===== src/rtl/cla_pg_cell.sv =====
// Single-bit propagate/generate cell for the 4-bit carry-lookahead adder.
`timescale 1ns/1ps
module cla_pg_cell (
  input  logic i_a,
  input  logic i_b,
  output logic o_p,
  output logic o_g
);

  // Per-bit propagate and generate terms.
  always_comb begin
    o_p = 1'b0;
    o_g = 1'b0;
    o_p = i_a ^ i_b;
    o_g = i_a & i_b;
  end

endmodule


===== src/rtl/four_bit_carry_look_ahead_adder.sv =====
// 4-bit carry-lookahead adder with two-level carries, group P/G for cascading,
// and a registered copy of the result.
`timescale 1ns/1ps
module four_bit_carry_look_ahead_adder (
  input  logic [3:0] in1,
  input  logic [3:0] in2,
  input  logic       cin,
  output logic [3:0] sum,
  output logic       cout,
  input  logic       clk,
  input  logic       rst_n,
  output logic       pg,
  output logic       gg,
  output logic [3:0] sum_q,
  output logic       cout_q
);

  localparam int unsigned WIDTH = 4;

  logic [WIDTH-1:0] w_p;
  logic [WIDTH-1:0] w_g;
  logic [WIDTH:0]   w_c;
  logic [WIDTH-1:0] r_sum_q;
  logic             r_cout_q;

  for (genvar gi = 0; gi < WIDTH; gi++) begin : g_pg
    cla_pg_cell u_pg (
      .i_a (in1[gi]),
      .i_b (in2[gi]),
      .o_p (w_p[gi]),
      .o_g (w_g[gi])
    );
  end

  // Lookahead carry unit: every carry is a flat sum-of-products of P, G and cin.
  always_comb begin
    w_c    = 5'b0_0000;
    w_c[0] = cin;
    w_c[1] = w_g[0]
           | (w_p[0] & cin);
    w_c[2] = w_g[1]
           | (w_p[1] & w_g[0])
           | (w_p[1] & w_p[0] & cin);
    w_c[3] = w_g[2]
           | (w_p[2] & w_g[1])
           | (w_p[2] & w_p[1] & w_g[0])
           | (w_p[2] & w_p[1] & w_p[0] & cin);
    w_c[4] = w_g[3]
           | (w_p[3] & w_g[2])
           | (w_p[3] & w_p[2] & w_g[1])
           | (w_p[3] & w_p[2] & w_p[1] & w_g[0])
           | (w_p[3] & w_p[2] & w_p[1] & w_p[0] & cin);
  end

  // Sum bits and group terms; group generate excludes cin so blocks can cascade.
  always_comb begin
    sum  = w_p ^ w_c[WIDTH-1:0];
    cout = w_c[WIDTH];
    pg   = &w_p;
    gg   = w_g[3]
         | (w_p[3] & w_g[2])
         | (w_p[3] & w_p[2] & w_g[1])
         | (w_p[3] & w_p[2] & w_p[1] & w_g[0]);
  end

  // Registered result copy, cleared asynchronously.
  always_ff @(posedge clk or negedge rst_n) begin
    if (!rst_n) begin
      r_sum_q  <= 4'h0;
      r_cout_q <= 1'b0;
    end else begin
      r_sum_q  <= sum;
      r_cout_q <= cout;
    end
  end

  assign sum_q  = r_sum_q;
  assign cout_q = r_cout_q;

endmodule


===== config.mk =====
export PLATFORM = sky130hd
export DESIGN_NAME = four_bit_carry_look_ahead_adder
export DESIGN_NICKNAME = d
export VERILOG_FILES = /design/src/rtl/cla_pg_cell.sv /design/src/rtl/four_bit_carry_look_ahead_adder.sv
export SDC_FILE = /design/constraint.sdc
export NUM_CORES = 1
export LEC_CHECK = 0
export BUFFER_PORTS_ARGS = -buffer_cell sky130_fd_sc_hd__buf_2
export CAP_MARGIN = 20
export CORE_AREA = 2 2 39 41
export DETAILED_ROUTE_END_ITERATION = 7
export DIE_AREA = 0 0 41 43
export HOLD_SLACK_MARGIN = 0.03
export PLACE_DENSITY = 0.5
export SETUP_SLACK_MARGIN = 0.2
export SLEW_MARGIN = 40
export SYNTH_ARGS = -nofsm -noshare
export SYNTH_HDL_FRONTEND = slang
export SYNTH_HIERARCHICAL = 1
export SYNTH_SLANG_ARGS = --single-unit
export TNS_END_PERCENT = 50

===== constraint.sdc =====
create_clock -name clk -period 2.1 [get_ports clk]
set_clock_uncertainty 0.2 [all_clocks]
set_input_delay 0.315 -clock clk [delete_from_list [all_inputs] [get_ports clk]]
set_output_delay 0.315 -clock clk [all_outputs]
set_load 0.02 [all_outputs]

==> results by stage <==
Clock network:
- The total clock buffers created by CTS is 3.
- The number of setup buffers added after CTS is 0.
- After clock tree synthesis, the clock-pin slew on the worst setup and hold paths is 0.04 ns.
- The number of H-tree levels is 1.
- The number of clock sinks is 5.
- The library cell used as clock root buffer is sky130_fd_sc_hd__clkbuf_4.
- TritonCTS built the clock tree.
- Counting along the longest clock path gives a buffer depth of 2.

Layout:
- Registers take 125.1 sq um.
- Cells fill 36.89% of the core in the end.
- Counting the fill cells in the layout gives 147.
- At the end of the flow, the number of nets in the layout was 68.
- The layout overhead on the synthesized area is 76.62%.
- The filler-free cell count of the finished design is 67.
- The repair_antennas step left the layout with diodes totalling 0.
- After routing the design area is 510.5 sq um.
- Of the cells placed in the final design, the portion with a size suffix greater than 1 is 64.71%.
- In the final layout, the multi-input gates occupy 211.5 sq um.

STA:
- The part of the cycle the worst path needs is 88.50%.
- The slew at the pin closest to its max-slew limit is 0.2051 ns.
- Subtracting the final worst setup slack from the clock period gives 1.858 ns.
- The worst pin sits at a relative slew slack of 86.23%.
- The number of max-slew violations in the final report was 0.
- Setup repair after global routing could not meet its margin everywhere.
- Hold is met by 0.1777 ns.
- Adding up every negative setup slack in the final design gives 0 ns.
- For this run, the top clock speed supported by timing is 538.1 MHz.
- The final count of hold timing violations is 0.
- The number of setup violations in the final report is 0.

Synthesis:
- The largest total area in the synthesized netlist belongs to sky130_fd_sc_hd__dfrtp_1.
- The multiplexer share of the synthesized area is 0%.
- The net count after synthesis is 40.
- Summing the areas of all compound-gate instances in the mapped netlist gives 12.55% of the synthesized area.
- The synthesized netlist devotes 13.42% of its cell area to simple gates.
- The average cell area after synthesis is 12.04 sq um.
- The distinct cell type count after synthesis is 13.
- The combinational family with the most area after synthesis is adder cells.
- After Yosys synthesis, XOR and XNOR cells account for 9.091% of the synthesized area.
- After synthesis, flip-flops and latches occupy 43.29% of the total area.
- After synthesis, the largest area contributor takes up 43.29% of total cell area.
- The synthesis warning total is 6.
- Counting every instance in the synthesized netlist gives 24.
- Yosys attributes the largest share of cell area to sky130_fd_sc_hd__dfrtp_1, sky130_fd_sc_hd__ha_1, sky130_fd_sc_hd__a21o_1.
- The count of state elements after synthesis is 5.
- The post-synthesis share of cell area spent on full adders, half adders and majority gates is 21.65%.
- The synthesized cell area is 289.0 sq um.

Worst setup path:
- The buffer and inverter count on the worst path is 2.
- The worst endpoint data arrival time is 1.34 ns.
- The critical path goes through buf_2, ha_4, a21o_1, a21oi_1, xnor2_1, buf_4.
- The worst setup path is launched from an input pin.
- The critical setup path kind is in2out.
- The slowest stage of the critical path belongs to the cell sky130_fd_sc_hd__ha_4.
- For the worst setup path, the data required time is 1.58 ns.
- Broken down by cell family, the worst path's largest delay share belongs to compound AO/OA/AOI/OAI gates.
- The stage delay of the slowest cell on the critical path is 0.25 ns.
- The kind of end point of the critical path is an output port.
- Of all nets on the critical path, the largest fanout is 4.

Drt:
- The number of detailed-routing iterations run before antenna repair is 1.
- After detailed routing, the number of vias per cell comes to 4.209.
- After detailed routing, the average wire length per cell comes to 9.493 microns.
- Once detail routing completed, the nets flagged for antenna violations numbered 0.
- The DRC violation total after the first TritonRoute iteration is 0.
- The wire length after detailed routing is 636 microns.
- The residual DRC count is 0.
- The detailed-route via count is 282.

GRT:
- The via count of the first global-routing pass is 279.
- The number of antenna violations at the first check in global routing came to 0.
- Summed over all layers, the global routing overflow is 0.
- The first-pass GRT wire length is 1.055 mm.
- The largest net degree at the start of global routing is 6.
- The global-route usage over all layers is 8.735%.

Placement:
- The HPWL reported at the end of detailed placement is 532.6 microns.
- The area of placed instances is 419.2 sq um.
- Once placement completed, the tool counted placed cells totaling 62.
- The weighted congestion reported at the end of routability-driven placement is 0.7353.
- During placement, the flow inserted port buffers numbering 22.

Flow run:
- Max-cap violations in this run came to 0.

Power and ir drop:
- The peak supply drop is 165.7 uV.
- In this run the static leakage power is 0.2650 nW.
- The power per cell area is 774.7 nW/um^2.

Min path:
- The worst hold path stage count is 2.
- The critical hold path startpoint is cin.
- The tightest min-delay check is of the in2reg type.
- The path with the worst hold slack has its endpoint at sum_q[0].

Floorplanning:
- The row count is 14.
- The initial core utilization is 20.89%.
- The overall die width is 41 microns.
- The floorplan step defined a die boundary enclosing 1763 sq um.
- The total area inside the core boundary comes to 1384 sq um.
- The number of placed I/O pins is 23.
- The die is 43 microns tall.

Run status:
- The run finished with clean final reports.
[state kept, by name, summed over array words and instances (netlist names)]
register,count
cout_q,1
sum_q,4
[worst max path at each step]
stage                 from     end  depth (start not counted)
floorplan           in1[2]  sum[3]                          4
global placement    in1[0]  sum[2]                          6
detailed placement  in1[0]  sum[2]                          6
CTS                 in1[1]    cout                          6
global route        in1[0]  sum[2]                          6
finish              in1[0]  sum[2]                          6
[per-layer routing]
layer / vias to the layer above / track usage [%] / part of all wire [%]
met3: 0 / 1.571 / 9.1
met1: 128 / 10.61 / 37
met2: 14 / 13.13 / 54
li1: 140 / - / -
met5: - / 0 / 0
met4: 0 / 6.000 / 0
[area by class of cell]
class	count	share of cell area (%)
Tap cell	16	3.922
Timing Repair Buffer	23	25.00
Clock buffer	4	5.147
Multi-Input combinational cell	19	41.42
Sequential cell	5	24.51
[cell usage in the layout, fill, tap and decap left out, drive strengths merged]
master,n
nand4,1
ha,5
xor2,1
nor2,1
and4,1
a21o,3
dfrtp,5
nand3,2
xnor2,2
dlygate4sd3,1
clkbuf,4
buf,22
nand2,1
a21oi,2
[what timing repair did]
action / CTS / global route
hold endpoints to repair: 5 / 0
pin swaps: 2 / 1
hold buffers: 1 / 0
setup endpoints to repair: 4 / 4
resized for setup: 5 / 4
[power breakdown]
group          internal (W)  switching [W]
sequential         0.000114     0.00000306
clock             0.0000715      0.0000335
combinational     0.0000736       0.000100
total              0.000259       0.000137
[Yosys cell counts]
cell type,count
sky130_fd_sc_hd__a21o_1,3
sky130_fd_sc_hd__a21oi_1,1
sky130_fd_sc_hd__a21oi_2,1
sky130_fd_sc_hd__and4_2,1
sky130_fd_sc_hd__dfrtp_1,5
sky130_fd_sc_hd__ha_1,5
sky130_fd_sc_hd__nand2_1,1
sky130_fd_sc_hd__nand3_1,1
sky130_fd_sc_hd__nand3_2,1
sky130_fd_sc_hd__nand4_1,1
sky130_fd_sc_hd__nor2_1,1
sky130_fd_sc_hd__xnor2_1,2
sky130_fd_sc_hd__xor2_1,1
[cell families after synthesis]
family,count (synthesis)
AND/OR/NAND/NOR,6
adder cells (fa/ha/maj),5
AO/OA/AOI/OAI,5
flip-flops,5
XOR/XNOR,3
[stage by stage]
stage	worst slack, ns	total power [W]
floorplan	0.2842	0.0002173
global placement	0.1302	0.0002700
detailed placement	0.1230	0.0002708
CTS	0.2208	0.0003970
global route	0.1726	0.0004277
finish	0.2415	0.0003955
No activity file was read; power rests on OpenSTA's default activity.
